<file path="src/rtl/select_max_par.sv">
// select_max_par: arg-max over a snapshotted array of signed scores, LANES scores compared per cycle.
// Latency: ceil(NUM_CLASSES/LANES) edges after the start edge; result held while enable stays high.
// Optional macro SELECT_MAX_RUNNER_UP_EN adds runner-up value/index and best-minus-second margin.
module select_max_par #(
  parameter int NUM_CLASSES = 10,
  parameter int DATA_W      = 16,
  parameter int LANES       = 1,
  parameter int DIGIT_W     = 8
) (
  input  logic                      clk,
  input  logic                      reset,
  input  logic                      enable,
  input  logic signed [DATA_W-1:0]  in_data [NUM_CLASSES],
  output logic [DIGIT_W-1:0]        digit,
  output logic signed [DATA_W-1:0]  max,
  output logic                      layer_done,
  output logic                      busy
`ifdef SELECT_MAX_RUNNER_UP_EN
  ,
  output logic signed [DATA_W-1:0]  second,
  output logic [DIGIT_W-1:0]        second_digit,
  output logic signed [DATA_W:0]    margin
`endif
);

  // Pointer must reach past the last element by up to LANES-1 without wrapping.
  localparam int PTR_W = $clog2(NUM_CLASSES + LANES + 1);
  localparam int IDX_W = (NUM_CLASSES > 1) ? $clog2(NUM_CLASSES) : 1;
  localparam logic signed [DATA_W-1:0] MIN_VAL = {1'b1, {(DATA_W-1){1'b0}}};

  typedef enum logic [1:0] {IDLE, SCAN, DONE} state_t;

  state_t                     state_q;
  logic [PTR_W-1:0]           ptr_q;
  logic signed [DATA_W-1:0]   snap_q [NUM_CLASSES];
  logic signed [DATA_W-1:0]   best_val_q, best_val_d;
  logic [DIGIT_W-1:0]         best_idx_q, best_idx_d;
  logic [DIGIT_W-1:0]         digit_q;
  logic signed [DATA_W-1:0]   max_q;
  logic                       layer_done_q;
  logic                       busy_q;
  logic [PTR_W-1:0]           ptr_nxt;
  logic                       last_beat;
  logic [PTR_W-1:0]           pos;
  logic signed [DATA_W-1:0]   cand;

`ifdef SELECT_MAX_RUNNER_UP_EN
  logic signed [DATA_W-1:0]   sec_val_q, sec_val_d;
  logic [DIGIT_W-1:0]         sec_idx_q, sec_idx_d;
  logic                       sec_vld_q, sec_vld_d;
  logic signed [DATA_W-1:0]   second_q;
  logic [DIGIT_W-1:0]         second_digit_q;
  logic signed [DATA_W:0]     margin_q;
`endif

  // Final scan beat: this cycle's lanes cover the last element.
  always_comb begin
    ptr_nxt   = ptr_q + PTR_W'(LANES);
    last_beat = (ptr_nxt >= PTR_W'(NUM_CLASSES));
  end

  // Fold this cycle's lanes into the running best in ascending index order;
  // strict > keeps the lowest index on ties.
  always_comb begin
    best_val_d = best_val_q;
    best_idx_d = best_idx_q;
    pos        = '0;
    cand       = '0;
`ifdef SELECT_MAX_RUNNER_UP_EN
    sec_val_d  = sec_val_q;
    sec_idx_d  = sec_idx_q;
    sec_vld_d  = sec_vld_q;
`endif
    for (int l = 0; l < LANES; l++) begin
      pos = ptr_q + PTR_W'(l);
      if (pos < PTR_W'(NUM_CLASSES)) begin
        cand = snap_q[pos[IDX_W-1:0]];
        if (cand > best_val_d) begin
`ifdef SELECT_MAX_RUNNER_UP_EN
          // Element 0 replaces only the seed value, not a real score.
          if (pos != '0) begin
            sec_val_d = best_val_d;
            sec_idx_d = best_idx_d;
            sec_vld_d = 1'b1;
          end
`endif
          best_val_d = cand;
          best_idx_d = DIGIT_W'(pos);
        end
`ifdef SELECT_MAX_RUNNER_UP_EN
        else if ((pos != '0) && (!sec_vld_d || (cand > sec_val_d))) begin
          sec_val_d = cand;
          sec_idx_d = DIGIT_W'(pos);
          sec_vld_d = 1'b1;
        end
`endif
      end
    end
  end

  // Input snapshot taken on the start edge; contents are don't-care until then.
  always_ff @(posedge clk) begin
    if ((state_q == IDLE) && enable) begin
      for (int c = 0; c < NUM_CLASSES; c++) begin
        snap_q[c] <= in_data[c];
      end
    end
  end

  // Control FSM with registered outputs; reset wins over enable.
  always_ff @(posedge clk) begin
    if (reset) begin
      state_q        <= IDLE;
      ptr_q          <= '0;
      best_val_q     <= MIN_VAL;
      best_idx_q     <= '0;
      digit_q        <= '0;
      max_q          <= '0;
      layer_done_q   <= 1'b0;
      busy_q         <= 1'b0;
`ifdef SELECT_MAX_RUNNER_UP_EN
      sec_val_q      <= MIN_VAL;
      sec_idx_q      <= '0;
      sec_vld_q      <= 1'b0;
      second_q       <= '0;
      second_digit_q <= '0;
      margin_q       <= '0;
`endif
    end else begin
      case (state_q)
        IDLE: begin
          if (enable) begin
            ptr_q      <= '0;
            best_val_q <= MIN_VAL;
            best_idx_q <= '0;
            busy_q     <= 1'b1;
            state_q    <= SCAN;
`ifdef SELECT_MAX_RUNNER_UP_EN
            sec_val_q  <= MIN_VAL;
            sec_idx_q  <= '0;
            sec_vld_q  <= 1'b0;
`endif
          end
        end
        SCAN: begin
          if (!enable) begin
            // Abort: previous digit/max stay visible.
            ptr_q   <= '0;
            busy_q  <= 1'b0;
            state_q <= IDLE;
          end else begin
            ptr_q      <= ptr_nxt;
            best_val_q <= best_val_d;
            best_idx_q <= best_idx_d;
`ifdef SELECT_MAX_RUNNER_UP_EN
            sec_val_q  <= sec_val_d;
            sec_idx_q  <= sec_idx_d;
            sec_vld_q  <= sec_vld_d;
`endif
            if (last_beat) begin
              digit_q        <= best_idx_d;
              max_q          <= best_val_d;
              layer_done_q   <= 1'b1;
              busy_q         <= 1'b0;
              state_q        <= DONE;
`ifdef SELECT_MAX_RUNNER_UP_EN
              second_q       <= sec_val_d;
              second_digit_q <= sec_idx_d;
              margin_q       <= {best_val_d[DATA_W-1], best_val_d}
                              - {sec_val_d[DATA_W-1], sec_val_d};
`endif
            end
          end
        end
        DONE: begin
          // Holding enable high never restarts; it must drop first.
          if (!enable) begin
            layer_done_q <= 1'b0;
            state_q      <= IDLE;
          end
        end
        default: begin
          state_q <= IDLE;
          busy_q  <= 1'b0;
        end
      endcase
    end
  end

  assign digit      = digit_q;
  assign max        = max_q;
  assign layer_done = layer_done_q;
  assign busy       = busy_q;
`ifdef SELECT_MAX_RUNNER_UP_EN
  assign second       = second_q;
  assign second_digit = second_digit_q;
  assign margin       = margin_q;
`endif

endmodule

</file>
<file path="config.mk">
export PLATFORM = sky130hd
export DESIGN_NAME = select_max_par
export DESIGN_NICKNAME = d
export VERILOG_FILES = /design/src/rtl/select_max_par.sv
export SDC_FILE = /design/constraint.sdc
export NUM_CORES = 1
export LEC_CHECK = 0
export ABC_AREA = 1
export CAP_MARGIN = 20
export CELL_PAD_IN_SITES_DETAIL_PLACEMENT = 1
export CELL_PAD_IN_SITES_GLOBAL_PLACEMENT = 1
export CORE_ASPECT_RATIO = 2
export CORE_MARGIN = 5
export CORE_UTILIZATION = 35
export DETAILED_ROUTE_END_ITERATION = 12
export PLACE_DENSITY = 0.74
export SETUP_SLACK_MARGIN = 0.1
export SYNTH_ARGS = -nofsm -noshare
export SYNTH_HDL_FRONTEND = slang
export SYNTH_SLANG_ARGS = --single-unit
</file>
<file path="constraint.sdc">
create_clock -name clk -period 10.9 [get_ports clk]
set_input_delay 1.09 -clock clk [delete_from_list [all_inputs] [get_ports clk]]
set_output_delay 1.09 -clock clk [all_outputs]
set_load 0.01 [all_outputs]
</file>
==> metrics.cfg <==
[run_status]
run_status = finished, final reports clean

[critical_path]
critPathLaunchType = input pin
worst-endpoint-arrival_ps = 4690
critical_path.max_fanout = 84
timing.critical_path.to_type = flop
timing_worst_setup_path_type = input pin to flop
critPathRequiredTime_ps = 11030

[floorplan]
die_w_um = 129
die_y_um = 248
core_region_area_um2 = 28100
floorplan.initialDensity_pct = 35.2
dieArea_um2 = 31900
placementRows = 87
ports = 189

[finish]
finalNetCount = 1397
fillerInstances = 3243
syn_to_final_growth_pct = 28.1
final_design_utilization_pct = 45.1
finish.cell_count_without_fillers = 1588
final_layout_size_suffix_gt1_share_pct = 5.29

[sta]
timing.fmax_mhz = 219
min_period_ps = 4560
final_hold_viol_count = 0
period_share_pct = 41.8
slew_headroom_pct = 29.6
rsz0062_at_grt = false
fin_worst_skew_ps = 7.82
final.setup.tns_ps = 0
maxSlewViolCount = 0
report.final.setup_viol = 0
actual_transition_at_the_worst_max_transition_pin_ps = 1060

[place]
port_buffers = 188
placedCellCount = 1547
detailedPlacementHpwl_um = 21100
gp_congestion = 0.800

[synth]
synthesis.area_um2 = 9880
synth_seq_cells = 220
synth_enable_flop_cells = 160
synthesis.instances = 1047
syn_nets = 1228
synth_flop_cell = edfxtp_1
synth.cells.most_frequent = nand2_1 (296), inv_1 (166), edfxtp_1 (160), nand3_1 (114), dfxtp_1 (60)
register_area_share_after_synthesis_pct = 60.8
post_synth.cell_area_avg_um2 = 9.44
yosysWarnings = 0
synth_top_cell_area_share_pct = 48.6
yosysTopAreaCell = edfxtp_1
synth-async-reset-ratio_pct = 0
synthTopCellsByArea = edfxtp_1 (49%), dfxtp_1 (12%), nand2_1 (11%), inv_1 (6.3%), nand3_1 (5.8%)
number_of_distinct_library_cell_variants_in_the_gate_level_netlist_after_synthesis = 34
synth.most_common_cell = nand2_1

[cts]
clk_pin_slew_worst_paths_ps = 60
cts_root_buffer = clkbuf_16
cts_made_buffers = 20
cts-hold-fix-buffers = 0
ctsHtreeMaxLevel = 1
cts_setup_buffers = 0
cts_resized = 0
cts.sinks = 220
cts-root-to-sink-buffers = 3
worstSkewPairLatency_ps = 510
tritoncts_clock_tree = yes

[power_and_ir_drop]
power_switching_share_pct = 24.9
peakVddDrop_uv = 124
power.combinational.fraction_pct = 13.2
power_per_cell_area_nw_per_um2 = 148
total_leakage_power_nw = 5.25
power_report.internal_total_mw = 1.41
fin_total_pwr_mw = 1.88
seq_power_share_pct = 51.1
clock_power_share_pct = 35.7
p_sw_mw = 0.468

[global_route]
grt-busiest-layer = met2
via_count_of_the_first_global_routing_pass = 8117
grt_util_met3_pct = 2.84
global_route_wire_length_before_repair_um = 42800
initial_antenna_violation_count = 3
groute.usage.overall_pct = 17.6
gr_util_met1_pct = 16.5
grt_remaining_overflow = 0
grt_max_degree = 85
use_met2_pct = 35.0

[detailed_routing]
routed_via_count_divided_by_cell_count = 4.77
route.vias.total = 7573
drt_iter0_drc = 364
detailedRoute.firstPassIterationCount = 4
drcViolationCount = 0
wire_per_inst_um = 17.9
drtAntennaViolNets = 0
drt-total-wl_um = 28400

[hold_path]
hold_class = flop to flop

[flow_run]
maximum_capacitance_violations = 0

## per-stage QoR
step / hold slack (ps) / area (um2) / setup slack, ps
after floorplan: 425 / 9880 / 1880
after global routing: 476 / 12700 / 5980
final: 446 / 12700 / 6340
after global placement: 433 / 12000 / 5900
after CTS: 447 / 12600 / 6170
after detailed placement: 437 / 12000 / 5790
## cell type report
cell class / instances / area, um2 / share of cell area [%]
sequential: 220 / 6010 / 47.4
multi-input combinational: 605 / 2940 / 23.2
timing repair buffer: 200 / 2030 / 16.0
inverter: 169 / 634 / 5.01
clock buffer: 25 / 551 / 4.35
tap: 356 / 445 / 3.52
clock inverter: 10 / 51.3 / 0.405
antenna: 3 / 7.51 / 0.0593
## worst paths after layout
check	from	end	slack, ps	depth (start not counted)
max	enable	snap_q[8][4]$_DFFE_PP_	6340	7
min	best_idx_q[4]$_SDFFE_PP0P_	best_idx_q[4]$_SDFFE_PP0P_	450	2
max reg2reg	flop	best_idx_q[5]$_SDFFE_PP0P_	6440	18
min reg2reg	best_idx_q[4]$_SDFFE_PP0P_	best_idx_q[4]$_SDFFE_PP0P_	450	2
## state kept, by name (all words and copies together) (netlist names), named ones only
name,count
best_idx_q,8
best_val_q,16
busy,1
digit,8
layer_done,1
max,16
ptr_q,4
snap_q,160
state_q,2
## critical path: stages
cell             delay [ps]
clkdlybuf4s50_1         490
inv_1                    90
nor2_1                  170
inv_1                   370
nor2_4                  800
buf_4                   640
buf_4                   890
## logic make-up after synthesis
| family | synth area share, % |
|---|---|
| adders and majority gates | 2.28 |
| DFF | 60.8 |
| AOI/OAI and AO/OA | 5.41 |
| and+or+nand+nor | 21.7 |
| xor gates and xnor gates | 0.177 |
| buffers and inverters | 9.61 |
## power by group through the flow
stage | clock, mW | sequential, mW | combinational, mW
3_3_place_gp | 0 | 0.975 | 0.242
5_1_grt | 0.719 | 0.962 | 0.278
4_1_cts | 0.689 | 0.959 | 0.251
6_report | 0.669 | 0.959 | 0.247
2_1_floorplan | 0 | 0.982 | 0.149
3_5_place_dp | 0 | 0.978 | 0.249
## per-layer routing
metal	vias up	wire (um)	part of all wire (%)
li1	3716	-	-
met1	3644	9300	33
met2	165	16600	59
met3	48	1290	4.6
met4	0	1170	4.1
met5	-	0	0
## cell usage in the layout (no fill, tap or decap), types with 3 or more instances in the layout
cell type	synthesis	layout
nand2_1	296	296
clkinv_2	0	3
diode_2	0	3
a21oi_1	37	37
nand3_1	114	114
buf_4	4	9
o21ai_0	30	30
clkinv_1	1	5
clkbuf_1	10	3
nand4_2	10	10
nor2_1	52	50
clkbuf_16	0	22
dfxtp_1	60	59
inv_1	166	166
ha_1	18	18
nand4_1	9	9
o21a_1	20	20
nand2_2	4	4
clkdlybuf4s50_1	0	188
edfxtp_1	160	160
Note: power is estimated with default switching activity, not from simulation.
